### src/rtl/player_collider_if.sv
// Bus between the player controller and the collision-boundary generator.
// The controller is the master: it drives the position and map writes and reads back the bounds.
interface player_collider_if;
    logic [9:0]  player_X_Pos;
    logic [9:0]  player_Y_Pos;
    logic        map_we;
    logic [4:0]  map_row;
    logic [39:0] map_wdata;
    logic [9:0]  player_X_Min;
    logic [9:0]  player_X_Max;
    logic [9:0]  player_Y_Min;
    logic [9:0]  player_Y_Max;

    modport master (
        output player_X_Pos, player_Y_Pos, map_we, map_row, map_wdata,
        input  player_X_Min, player_X_Max, player_Y_Min, player_Y_Max
    );
    modport slave (
        input  player_X_Pos, player_Y_Pos, map_we, map_row, map_wdata,
        output player_X_Min, player_X_Max, player_Y_Min, player_Y_Max
    );
endinterface

### src/rtl/player_collider.sv
// Tile-map collision bounds for one player box; registered outputs with one cycle of latency.
// Optional macro COLLIDER_BORDER_EN: the outer tile ring always reads as solid.
module player_collider #(
    parameter int PLAYER_W = 32,
    parameter int PLAYER_H = 48,
    parameter int SCREEN_W = 640,
    parameter int SCREEN_H = 480
) (
    input logic              Clk,
    input logic              Reset,
    player_collider_if.slave bus
);
    localparam int COLS = 40;
    localparam int ROWS = 30;

    logic [COLS-1:0] map_q [ROWS];
    logic [COLS-1:0] eff   [ROWS];

    for (genvar gr = 0; gr < ROWS; gr++) begin : g_eff
`ifdef COLLIDER_BORDER_EN
        localparam logic [COLS-1:0] RING = (gr == 0 || gr == ROWS-1) ? '1 : {1'b1, {(COLS-2){1'b0}}, 1'b1};
        assign eff[gr] = map_q[gr] | RING;
`else
        assign eff[gr] = map_q[gr];
`endif
    end

    // Tile span, with both ends clamped so off-screen positions still scan the last column/row
    logic [10:0] x_end, y_end, c1_w, r1_w;
    logic [9:0]  c0_w, r0_w;
    logic [5:0]  c0, c1;
    logic [4:0]  r0, r1;

    assign x_end = {1'b0, bus.player_X_Pos} + 11'(PLAYER_W - 1);
    assign y_end = {1'b0, bus.player_Y_Pos} + 11'(PLAYER_H - 1);
    assign c0_w  = bus.player_X_Pos >> 4;
    assign r0_w  = bus.player_Y_Pos >> 4;
    assign c1_w  = x_end >> 4;
    assign r1_w  = y_end >> 4;
    assign c0    = (c0_w > 10'd39) ? 6'd39 : c0_w[5:0];
    assign c1    = (c1_w > 11'd39) ? 6'd39 : c1_w[5:0];
    assign r0    = (r0_w > 10'd29) ? 5'd29 : r0_w[4:0];
    assign r1    = (r1_w > 11'd29) ? 5'd29 : r1_w[4:0];

    logic [COLS-1:0] row_or, col_mask;
    logic [ROWS-1:0] row_blk;
    logic            cl_hit, cr_hit, ru_hit, rd_hit;
    logic [5:0]      cl, cr;
    logic [4:0]      ru, rd;
    logic [9:0]      x_min_d, x_max_d, y_min_d, y_max_d;

    always_comb begin
        row_or   = '0;
        col_mask = '0;
        row_blk  = '0;
        cl_hit = 1'b0; cl = '0;
        cr_hit = 1'b0; cr = '0;
        ru_hit = 1'b0; ru = '0;
        rd_hit = 1'b0; rd = '0;
        for (int c = 0; c < COLS; c++)
            col_mask[c] = (6'(c) >= c0) && (6'(c) <= c1);
        for (int r = 0; r < ROWS; r++) begin
            if (5'(r) >= r0 && 5'(r) <= r1) row_or = row_or | eff[r];
            row_blk[r] = |(eff[r] & col_mask);
        end
        // Ascending scan keeps the last hit below c0 (nearest left wall)
        for (int c = 0; c < COLS; c++)
            if (row_or[c] && 6'(c) < c0) begin cl_hit = 1'b1; cl = 6'(c); end
        for (int c = COLS-1; c >= 0; c--)
            if (row_or[c] && 6'(c) > c1) begin cr_hit = 1'b1; cr = 6'(c); end
        for (int r = 0; r < ROWS; r++)
            if (row_blk[r] && 5'(r) < r0) begin ru_hit = 1'b1; ru = 5'(r); end
        for (int r = ROWS-1; r >= 0; r--)
            if (row_blk[r] && 5'(r) > r1) begin rd_hit = 1'b1; rd = 5'(r); end
        x_min_d = cl_hit ? {cl + 6'd1, 4'b0}       : 10'd0;
        x_max_d = cr_hit ? {cr, 4'b0}              : 10'(SCREEN_W);
        y_min_d = ru_hit ? {1'b0, ru + 5'd1, 4'b0} : 10'd0;
        y_max_d = rd_hit ? {1'b0, rd, 4'b0}        : 10'(SCREEN_H);
    end

    logic [9:0] x_min_q, x_max_q, y_min_q, y_max_q;

    always_ff @(posedge Clk) begin
        if (Reset) begin
            for (int r = 0; r < ROWS; r++) map_q[r] <= '0;
            x_min_q <= '0;
            x_max_q <= 10'(SCREEN_W);
            y_min_q <= '0;
            y_max_q <= 10'(SCREEN_H);
        end else begin
            if (bus.map_we && bus.map_row < 5'd30) map_q[bus.map_row] <= bus.map_wdata;
            x_min_q <= x_min_d;
            x_max_q <= x_max_d;
            y_min_q <= y_min_d;
            y_max_q <= y_max_d;
        end
    end

    assign bus.player_X_Min = x_min_q;
    assign bus.player_X_Max = x_max_q;
    assign bus.player_Y_Min = y_min_q;
    assign bus.player_Y_Max = y_max_q;
endmodule

### src/flat_wrapper.sv
// flat-port wrapper written by rule: the top's interface ports become plain ports
module player_collider_flat 
#(
    parameter int PLAYER_W = 32,
    parameter int PLAYER_H = 48,
    parameter int SCREEN_W = 640,
    parameter int SCREEN_H = 480
)
  (Clk, Reset, bus_player_X_Pos, bus_player_Y_Pos, bus_map_we, bus_map_row, bus_map_wdata, bus_player_X_Min, bus_player_X_Max, bus_player_Y_Min, bus_player_Y_Max);
  player_collider_if bus_i ();
  input logic Clk;
  input logic Reset;
  input wire logic [$bits(bus_i.player_X_Pos)-1:0] bus_player_X_Pos;
  input wire logic [$bits(bus_i.player_Y_Pos)-1:0] bus_player_Y_Pos;
  input wire logic [$bits(bus_i.map_we)-1:0] bus_map_we;
  input wire logic [$bits(bus_i.map_row)-1:0] bus_map_row;
  input wire logic [$bits(bus_i.map_wdata)-1:0] bus_map_wdata;
  output wire logic [$bits(bus_i.player_X_Min)-1:0] bus_player_X_Min;
  output wire logic [$bits(bus_i.player_X_Max)-1:0] bus_player_X_Max;
  output wire logic [$bits(bus_i.player_Y_Min)-1:0] bus_player_Y_Min;
  output wire logic [$bits(bus_i.player_Y_Max)-1:0] bus_player_Y_Max;
  assign bus_i.player_X_Pos = bus_player_X_Pos;
  assign bus_i.player_Y_Pos = bus_player_Y_Pos;
  assign bus_i.map_we = bus_map_we;
  assign bus_i.map_row = bus_map_row;
  assign bus_i.map_wdata = bus_map_wdata;
  assign bus_player_X_Min = bus_i.player_X_Min;
  assign bus_player_X_Max = bus_i.player_X_Max;
  assign bus_player_Y_Min = bus_i.player_Y_Min;
  assign bus_player_Y_Max = bus_i.player_Y_Max;
  player_collider #(.PLAYER_W(PLAYER_W), .PLAYER_H(PLAYER_H), .SCREEN_W(SCREEN_W), .SCREEN_H(SCREEN_H)) u_core (.Clk(Clk), .Reset(Reset), .bus(bus_i));
endmodule
### config.mk
export PLATFORM = sky130hd
export DESIGN_NAME = player_collider_flat
export DESIGN_NICKNAME = d
export VERILOG_FILES = /design/src/rtl/player_collider_if.sv /design/src/rtl/player_collider.sv /design/src/flat_wrapper.sv
export SDC_FILE = /design/constraint.sdc
export NUM_CORES = 2
export LEC_CHECK = 0
export ABC_CLOCK_PERIOD_IN_PS = 6350
export CAP_MARGIN = 20
export CORE_MARGIN = 2
export CORE_UTILIZATION = 25
export CTS_BUF_LIST = sky130_fd_sc_hd__clkbuf_8
export CTS_CLUSTER_SIZE = 20
export DETAILED_ROUTE_END_ITERATION = 10
export PLACE_DENSITY_LB_ADDON = 0.05
export SLEW_MARGIN = 20
export SYNTH_ARGS = -nofsm -noshare
export SYNTH_HDL_FRONTEND = slang
export SYNTH_SLANG_ARGS = --single-unit
### constraint.sdc
create_clock -name Clk -period 6.35 [get_ports Clk]
set_clock_uncertainty 0.15 [all_clocks]
set_input_delay 0.635 -clock Clk [delete_from_list [all_inputs] [get_ports Clk]]
set_output_delay 0.635 -clock Clk [all_outputs]
set_load 0.01 [all_outputs]
==> qor.log <==
qor: global_route.grt.total_usage 46.3%
qor: finish.multi_input_area 30500 sq um
qor: die.ioPinCount 108
qor: power_and_ir_drop.net_switching_share_of_the_total_power 35.9%
qor: power_and_ir_drop.fin_total_pwr 23.7 mW
qor: die.row_count 192
qor: worst_setup_path.startpoint_type input port
qor: power_and_ir_drop.share_clk_of_total_power 35.7%
qor: power_and_ir_drop.comb_power_share 21.3%
qor: die.die_x 527 um
qor: power_and_ir_drop.total_leakage_power 33.3 nW
qor: finish.final_common_cell sky130_fd_sc_hd__buf_4
qor: timing.fin_setup_tns 0 ns
qor: timing.worst_tran_pin_value 1.27 ns
qor: clock_tree.cts-buffers-inserted 243
qor: timing.slew_headroom 14.6%
qor: synth.synthesis.instances 6285
qor: clock_tree.ctsLongestPathBuffers 4
qor: synth.synth_area 68500 sq um
qor: detailed_routing.wirelength 664000 um
qor: finish.final-seq-area 36500 sq um
qor: power_and_ir_drop.pwr_density_cell 261 nW/um^2
qor: timing.final-setup-viol-count 0
qor: timing.final-max-slew-violation-count 0
qor: clock_tree.worst_skew_pair.late_latency 1.15 ns
qor: status.outcome complete, no violations
qor: synth.synth_sequential_area_ratio 53.3%
qor: placed_design.dp_hpwl 523000 um
qor: die.initial_utilization 25.1%
qor: synth.synthesis_warnings 0
qor: global_route.pin_count_of_the_biggest_net_entering_global_routing 41
qor: detailed_routing.dr.pass1.iters 8
qor: detailed_routing.routed_wire_length_per_instance 58.3 um
qor: finish.final_cell_mix sky130_fd_sc_hd__buf_4, sky130_fd_sc_hd__and2_1, sky130_fd_sc_hd__edfxtp_1
qor: detailed_routing.drc 0
qor: die.design.core.area 273000 sq um
qor: finish.net_count_of_the_finished_layout 7565
qor: worst_setup_path.critical_path_arrival 7.15 ns
qor: die.die-area 278000 sq um
qor: worst_setup_path.timing.critical_path.mode_cell sky130_fd_sc_hd__buf_4
qor: synth.synth_top_flop_cell sky130_fd_sc_hd__edfxtp_1
qor: placed_design.portBuffers 89
qor: timing.rsz0062_at_grt false
qor: finish.fillCellCount 27700
qor: clock_tree.numClockSinks 1222
qor: clock_tree.cts-htree-levels 4
qor: timing.worst_hold_check_slack 0.108 ns
qor: global_route.grt_antenna_before_repair 125
qor: synth.postSynth.asyncResetShare 0%
qor: timing.timing.final.crit_share 98.8%
qor: clock_tree.clk_root_buffer_cell sky130_fd_sc_hd__clkbuf_8
qor: worst_setup_path.cpPeakStageDelay 0.87 ns
qor: worst_setup_path.timing.critical_path.to_type flip-flop
qor: die.die_h 527 um
qor: power_and_ir_drop.internal_power 15.2 mW
qor: finish.drive_above_1_share 27.4%
qor: worst_setup_path.path_buf_inv 7
qor: power_and_ir_drop.p_switching 8.50 mW
qor: timing.fmax 159 MHz
qor: finish.final_core_utilization 33.2%
qor: power_and_ir_drop.power.share.sequential 43.0%
qor: synth.synth.distinct_cells 113
qor: detailed_routing.vias 73700
qor: worst_setup_path.path_class in -> reg
qor: synth.synth_enable_flop_cells 1200
qor: synth.yosys_register_bits 1222
qor: global_route.wire_length_of_the_first_global_routing_pass 820000 um
qor: global_route.overflow 0
qor: worst_setup_path.critPathRequiredTime 7.22 ns
qor: worst_setup_path.cpMaxStageDelayCell sky130_fd_sc_hd__a2111oi_1
qor: placed_design.replace_congestion 1.05
qor: detailed_routing.ant_nets 0
qor: clock_tree.cts_tree yes
qor: clock_tree.clkTransAtPathRegs 0.06 ns
qor: synth.synthesis.area_per_instance 10.9 sq um
qor: flow_run.max-cap-violations 0
qor: detailed_routing.detail_route.vias_per_cell 6.47
qor: worst_setup_path.cpLargestDelayFamily compound AO/OA/AOI/OAI gates
qor: finish.syn_to_final_growth 32.5%
qor: global_route.grt_pass1_vias 67700
qor: worst_setup_path.path_cells clkdlybuf4s50_1, or4_1, buf_4, buf_4, o211a_2, buf_12, a22o_1, a221o_1, a2111oi_1, buf_4, nand4_1, buf_4, o22ai_1, buf_4, nor2b_1, o21ai_0, a211oi_2, o2111ai_1, a21oi_1, o311a_1
qor: timing.period_minus_slack 6.28 ns
qor: timing.hold_violations 0
qor: hold_path.hold_class in -> reg
qor: power_and_ir_drop.vdd.ir_drop.worst 0.000167 V
qor: worst_setup_path.crit_fanout 12
qor: detailed_routing.initialDrtViolationCount 14900
==> cell usage after synthesis, types with 38 or more instances <==
cell	number	area share [%]
sky130_fd_sc_hd__o2bb2ai_1	40	0.51
sky130_fd_sc_hd__a221o_1	41	0.60
sky130_fd_sc_hd__a32oi_1	76	0.97
sky130_fd_sc_hd__o211ai_1	43	0.47
sky130_fd_sc_hd__edfxtp_1	1200	53
sky130_fd_sc_hd__nand4_1	115	1.1
sky130_fd_sc_hd__a211oi_1	62	0.68
sky130_fd_sc_hd__a222oi_1	113	1.7
sky130_fd_sc_hd__a22oi_1	358	3.9
sky130_fd_sc_hd__and2_1	1248	11
sky130_fd_sc_hd__a32o_1	61	0.89
sky130_fd_sc_hd__o21ai_0	158	1.2
sky130_fd_sc_hd__and3_1	75	0.69
sky130_fd_sc_hd__mux2i_1	38	0.56
sky130_fd_sc_hd__buf_2	92	0.67
sky130_fd_sc_hd__nor3_1	74	0.54
sky130_fd_sc_hd__a221oi_1	120	1.5
sky130_fd_sc_hd__nor2_1	215	1.2
sky130_fd_sc_hd__nand3_1	173	1.3
sky130_fd_sc_hd__nand2_1	343	1.9
sky130_fd_sc_hd__a21oi_1	180	1.3
sky130_fd_sc_hd__a22o_1	157	2.0
sky130_fd_sc_hd__a2111oi_0	47	0.60
sky130_fd_sc_hd__clkbuf_1	477	2.6
sky130_fd_sc_hd__inv_1	46	0.25
==> layer usage <==
metal | global-route usage, % | up-vias | wire [um]
met3 | 12.5 | 1683 | 69100
met4 | 33.5 | 28 | 60000
met2 | 68.7 | 6539 | 281000
met5 | 0.0693 | - | 161
met1 | 57.8 | 38400 | 254000
li1 | - | 27000 | -
==> logic make-up after synthesis <==
logic type      after synthesis  share of synthesized area [%]
buf+inv                     686                           4.13
fa+ha+maj                     2                         0.0365
other cells                   1                        0.00548
flops                      1222                           53.3
mux                          52                          0.786
compound gates             1780                           20.3
simple gates               2535                           21.4
xor+xnor                      7                         0.0896
==> area by class of cell <==
| class | instances | area share [%] |
|---|---|---|
| diodes | 98 | 0.270 |
| clock buffers | 247 | 3.75 |
| clock inverters | 202 | 1.45 |
| inverters | 49 | 0.204 |
| multi-input cells | 4394 | 33.6 |
| flip-flops and latches | 1222 | 40.2 |
| well taps | 3589 | 4.95 |
| repair buffers | 1585 | 15.6 |
==> power groups by stage <==
stage | Sequential (mW) | Clock (mW) | Combinational [mW]
finish | 10.2 | 8.46 | 5.06
global route | 10.1 | 8.78 | 4.96
detailed placement | 10.3 | 0 | 4.78
floorplan | 9.71 | 0 | 1.44
global placement | 10.3 | 0 | 4.80
CTS | 10.1 | 8.48 | 4.79
==> sequential cells by signal (all words and copies together), names as in the netlist <==
signal	cells
u_core.map_q	1200
u_core.bus.player_X_Min	6
u_core.bus.player_Y_Min	5
u_core.bus.player_X_Max	6
u_core.bus.player_Y_Max	5
==> final timing paths <==
kind	start	to	slack, ns	cells past startpoint
max	bus_player_Y_Pos[2]	u_core.bus.player_X_Max[4]$_SDFF_PP0_	0.07	20
min	bus_map_wdata[1]	u_core.map_q[16][1]$_SDFFCE_PN0P_	0.11	2
max reg2reg	u_core.map_q[3][1]$_SDFFCE_PN0P_	u_core.bus.player_X_Min[8]$_SDFF_PP0_	0.86	19
min reg2reg	u_core.map_q[25][11]$_SDFFCE_PN0P_	u_core.bus.player_X_Max[5]$_SDFF_PP0_	1.00	5
==> stage by stage <==
step	instance area, sq um	worst slack [ns]	cells
after floorplan	68500	1.44	6302
after global placement	85500	-1.44	10800
after detailed placement	85700	-1.09	10800
after CTS	90400	0.0465	11300
after global routing	90500	0.0904	11300
final	90700	0.0748	11400
==> repair_timing <==
item | 4_1_cts | 5_1_grt
hold buffers | 2 | 0
gates resized for setup | 0 | 1
setup buffers | 0 | 0
endpoints found under the setup margin | 0 | 1
endpoints found under the hold margin | 7 | 0
(Power assumes the default switching activity.)
